===== src/rtl/gates_using_demux.sv =====
// Seven two-input logic functions built from 1:2 and 1:4 demultiplexers, optionally registered.
// Optional redundant self-check (err port) is enabled by defining GATES_DEMUX_SELFCHK_EN.
`timescale 1ns/1ps

module demux_1to2 (
  input  logic i_data,
  input  logic i_sel,
  output logic o_y0,
  output logic o_y1
);

  // Route the data bit to the selected output; the unselected output is held at 0.
  always_comb begin
    o_y0 = 1'b0;
    o_y1 = 1'b0;
    if (i_sel == 1'b0) begin
      o_y0 = i_data;
    end else begin
      o_y1 = i_data;
    end
  end

endmodule

module demux_1to4 (
  input  logic       i_data,
  input  logic [1:0] i_sel,
  output logic [3:0] o_y
);

  // Route the data bit to exactly one of four lines.
  always_comb begin
    o_y = 4'b0000;
    case (i_sel)
      2'b00:   o_y[0] = i_data;
      2'b01:   o_y[1] = i_data;
      2'b10:   o_y[2] = i_data;
      2'b11:   o_y[3] = i_data;
      default: o_y = 4'b0000;
    endcase
  end

endmodule

module gates_using_demux #(
  parameter bit REG_OUT = 1'b1
) (
  input  logic clk,
  input  logic rst_n,
  input  logic a,
  input  logic b,
  output logic not_y,
  output logic and_y,
  output logic or_y,
  output logic nand_y,
  output logic nor_y,
  output logic xor_y,
  output logic xnor_y
`ifdef GATES_DEMUX_SELFCHK_EN
  , output logic err
`endif
);

  logic       w_d2_y0;
  logic       w_d2_y1;
  logic [3:0] w_m;
  logic [6:0] w_gates;   // {not, and, or, nand, nor, xor, xnor}
  logic [6:0] w_out;

  demux_1to2 u_demux_1to2 (
    .i_data (1'b1),
    .i_sel  (a),
    .o_y0   (w_d2_y0),
    .o_y1   (w_d2_y1)
  );

  demux_1to4 u_demux_1to4 (
    .i_data (1'b1),
    .i_sel  ({a, b}),
    .o_y    (w_m)
  );

  // Each gate is the OR of the minterm lines where its truth table is 1.
  assign w_gates = {
    w_d2_y0,
    w_m[3],
    w_m[1] | w_m[2] | w_m[3],
    w_m[0] | w_m[1] | w_m[2],
    w_m[0],
    w_m[1] | w_m[2],
    w_m[0] | w_m[3]
  };

  generate
    if (REG_OUT) begin : g_reg
      logic [6:0] r_gates;

      // Capture the gate results each cycle; reset clears them immediately.
      always_ff @(posedge clk or negedge rst_n) begin
        if (!rst_n) begin
          r_gates <= 7'b0000000;
        end else begin
          r_gates <= w_gates;
        end
      end

      assign w_out = r_gates;
    end else begin : g_comb
      assign w_out = w_gates;
    end
  endgenerate

  assign {not_y, and_y, or_y, nand_y, nor_y, xor_y, xnor_y} = w_out;

`ifdef GATES_DEMUX_SELFCHK_EN
  logic [6:0] w_model;
  logic       w_mis;

  // Independent operator-based reference; any disagreement with the demux path flags err.
  assign w_model = {~a, a & b, a | b, ~(a & b), ~(a | b), a ^ b, ~(a ^ b)};
  assign w_mis   = |(w_gates ^ w_model);

  generate
    if (REG_OUT) begin : g_err_reg
      logic r_err;

      // Register the mismatch alongside the sampled results.
      always_ff @(posedge clk or negedge rst_n) begin
        if (!rst_n) begin
          r_err <= 1'b0;
        end else begin
          r_err <= w_mis;
        end
      end

      assign err = r_err;
    end else begin : g_err_comb
      assign err = w_mis;
    end
  endgenerate
`endif

endmodule


===== config.mk =====
export PLATFORM = sky130hd
export DESIGN_NAME = gates_using_demux
export DESIGN_NICKNAME = d
export VERILOG_FILES = /design/src/rtl/gates_using_demux.sv
export SDC_FILE = /design/constraint.sdc
export NUM_CORES = 1
export LEC_CHECK = 0
export ABC_AREA = 1
export CORE_AREA = 2 2 39 41
export CTS_CLUSTER_DIAMETER = 100
export DETAILED_ROUTE_END_ITERATION = 6
export DIE_AREA = 0 0 41 43
export PLACE_DENSITY = 0.42
export SYNTH_ARGS = -nofsm -noshare
export SYNTH_HDL_FRONTEND = slang
export SYNTH_SLANG_ARGS = --single-unit
export TNS_END_PERCENT = 1

===== constraint.sdc =====
create_clock -name clk -period 0.9 [get_ports clk]
set_clock_uncertainty 0.05 [all_clocks]
set_input_delay 0.18 -clock clk [delete_from_list [all_inputs] [get_ports clk]]
set_output_delay 0.18 -clock clk [all_outputs]
set_load 0.01 [all_outputs]

# After elaboration in Yosys (flattened, before gate mapping)
# Index checks and enable logic that the tools add are counted.
# word_totals
reg_bits,7
input_bits,4
out_inout_bits,7
elab_cells,15
# classes
n_eq_ne,3
n_mux,5
bitwise,5
reduce_logical,1
# op_table
op,count
$mux 1,5
$or 1x1->1,5
$eq 2x2->1 const B,2
$eq 2x1->1 const B,1
$logic_not 2->1,1

# Depth between registers and ports, before layout
# Gate-level depths: netlist of the first run.
# logic_depth
ltp_word,4
depth_mapped,3
ltp_nobuf,3

# By module
# From an unflattened synthesis of the first run, not the netlist that was laid out.
# hier_totals
cells_unflattened,27
hier_area_um2,255.2
# by_module_without_submodules
mod,n_inst,cells_per_inst,area_each_um2,seq_area_each_um2
gates_using_demux,1,15,207.7,175.2
demux_1to4,1,8,30.0,0.0
demux_1to2,1,4,17.5,0.0

# Worst setup path after synthesis of the first run
# Ideal clock, no wire load.
# synth_path
kind,input to register
from,input port a
to,register g_reg.r_gates[0]
t_arrival_ns,0.529
required_time_ns,0.736
path_slack_ns,0.207
path_stages,3
n_path_buf,0
path_cell_list,inv_1 > ha_1 > inv_1
# synth_between
elab_chain_len,3
elab_cells_between_ends,5
cone_classes,eq/ne: 1; mux: 2; bitwise: 1; reduce/logical: 1
# synth_lines
element,line_no,source
from (decl),50,"input logic a,"
$eq 2x2->1 or $logic_not 2->1 (tied branches),34,case (i_sel)
$mux 1,34,
$or 1x1->1 *,91,w_m[0] | w_m[3]
via w_gates[0],67,logic [6:0] w_gates;
to (signal assigned),103,r_gates <= w_gates;
to (decl),96,logic [6:0] r_gates;
# The timed path passes the listed nets; every way through them passes the cells marked *.

# Final worst setup path of the first run
# layout_path
from,register g_reg.r_gates[5]
to,output port and_y
# layout_rtl
element,line_no,source
to (decl),53,"output logic and_y,"
# No word-level cell between the ends.

==> results of run 1 <==
-- cell families after synthesis --
| group | count (synthesis) | share of synthesized area |
|---|---|---|
| buf+inv | 5 | 0.0769 |
| flops | 7 | 0.718 |
| fa+ha+maj | 4 | 0.205 |
-- cell usage in the layout, fill, tap and decap left out, drive strengths merged --
master / Yosys / layout
ha: 4 / 4
inv: 5 / 5
dfrtp: 7 / 7
clkbuf: 0 / 4
dlygate4sd2: 0 / 2
buf: 0 / 9
clkdlybuf4s50: 0 / 1
-- power breakdown --
part	switching, µW	internal [µW]	leakage, µW
clock	99.2	168	0.0000150
combinational	41.9	37.8	0.000102
sequential	3.62	336	0.0000813
total	145	542	0.000198
-- cells in the mapped netlist --
master and n:
dfrtp_1 7, inv_1 5, ha_1 4
-- stage by stage --
| stage | util | setup TNS, ns |
|---|---|---|
| after CTS | 0.275 | -0.452 |
| after global routing | 0.275 | -0.607 |
| after global placement | 0.274 | -2.49 |
| final | 0.275 | -0.358 |
| after detailed placement | 0.274 | -2.53 |
| after floorplan | - | 0 |
-- layer usage --
layer	GRT usage	vias to the layer above	share of wire
met1	0.0528	65	0.29
li1	-	76	-
met5	0	-	0
met4	0.100	0	0
met3	0.0209	0	0.17
met2	0.0813	10	0.53
-- cell type report --
cell class,count,area [µm²]
fillers,155,1000
flip-flops and latches,7,175
repair buffers,12,77.6
multi-input cells,4,62.6
clock buffers,4,26.3
well taps,16,20.0
inverters,5,18.8
-- worst paths after layout --
path	slack, ns	to	start
max	-0.06	and_y	g_reg.r_gates[5]
min	0.13	g_reg.r_gates[3]	rst_n
max in group asynchronous	0.45	g_reg.r_gates[4]	rst_n
min in group clk	0.22	g_reg.r_gates[6]	a
-- repair_timing --
action	in CTS	in global routing
hold buffers	0	0
setup endpoints to repair	9	7
pin swaps	1	0
gates resized for setup	33	0
==> metrics, run 1 <==
Vias=151; top cell type's share of synthesized area=0.718; Worst-Margin Slew=0.284 ns; Total Wirelength=380 µm; hold_ws=0.131 ns; TritonCTS Buffers=3; share of layout cells above drive strength 1=0.469; initial antenna violation count=0; setup bufs post-CTS=0; ANT nets after route=0; Finished Cell Area=380 µm²; post-synth cell types=3; wire length per cell=7.92 µm; die area=1760 µm²; Worst Setup Path Type=register to output port; initial core utilization=0.176; area post-placement=379 µm²; Largest Register=g_reg.r_gates; row count=14; total global-route track usage=0.0617; Crit. path cell count=1; first-pass GRT wire length=641 µm; CTS clk-pin slew, worst paths=0.05 ns; Tcrit/Tclk final=1.06; Die X-Extent=41 µm; worst-path cell chain=buf_2; vias in the first global route=168; Max IR drop VDD=360 µV; P_leak=0.000198 µW; largest registers=g_reg.r_gates (7); Power Total=686 µW; H-tree levels=1; post-synthesis sequential area ratio=0.718; I/O Pins=11; root buffer cell=clkbuf_4; final non-filler cell total=48; RSZ-0062 raised after global routing=true; final hold vios=0; syn avg cell area=15.2 µm²; crit-path max cell delay=0.35 ns; Core Area=1380 µm²; Rel. slew slack=0.810; fmax=1.04 GHz; Max clock buf depth=2; setup violators final=7; ANT cells=0; Yosys warnings=0; fin crit period=0.958 ns; gr ovfl total=0; largest net degree at the start of global routing=8; Yosys top cell by area=dfrtp_1; CP Max Fanout=1; startpoint types=register; Placed Instances=44; drt drc=0; Layout Area Growth over Synthesis=55.9%; CP max-delay cell=dfrtp_1; drt first pass iters=1; Hold/Removal Path Class=input port to async pin; DRT iter0 DRCs=0; Worst setup EP type=output port; Arrival @ worst endpoint=0.73 ns; Max Slew Vio Count=0; number of clock sinks=7; Largest register FFs=7; flops & latches, synth=7; Post-Place Worst Slack=-0.334 ns; count of maximum capacitance violations=0; status=finished, violations left; final net count=41; CTS tree=done; syn nets=24; Mapped Area=244 µm²; Critical Path RT=0.67 ns; Final WS setup=-0.0581 ns; Die Y=43 µm; failing checks=setup timing; Power Density=1800 nW/µm²; I/O Buffers=10; CP delay by family, top=flip-flops; Buf+Inv Stages, Crit Path=1; RePlAce Congestion=0.589; routed vias/inst=3.15; post-synthesis instance total=16; largest cells by area after synthesis=dfrtp_1 (72%), ha_1 (21%), inv_1 (7.7%)
Note: power is estimated with default switching activity, not from simulation.
==> inputs of run 2 (changes only) <==
- TNS_END_PERCENT: 1 -> unset
==> results of run 2 <==
No change in the layout: final DEF, timing and power equal those of run 1.
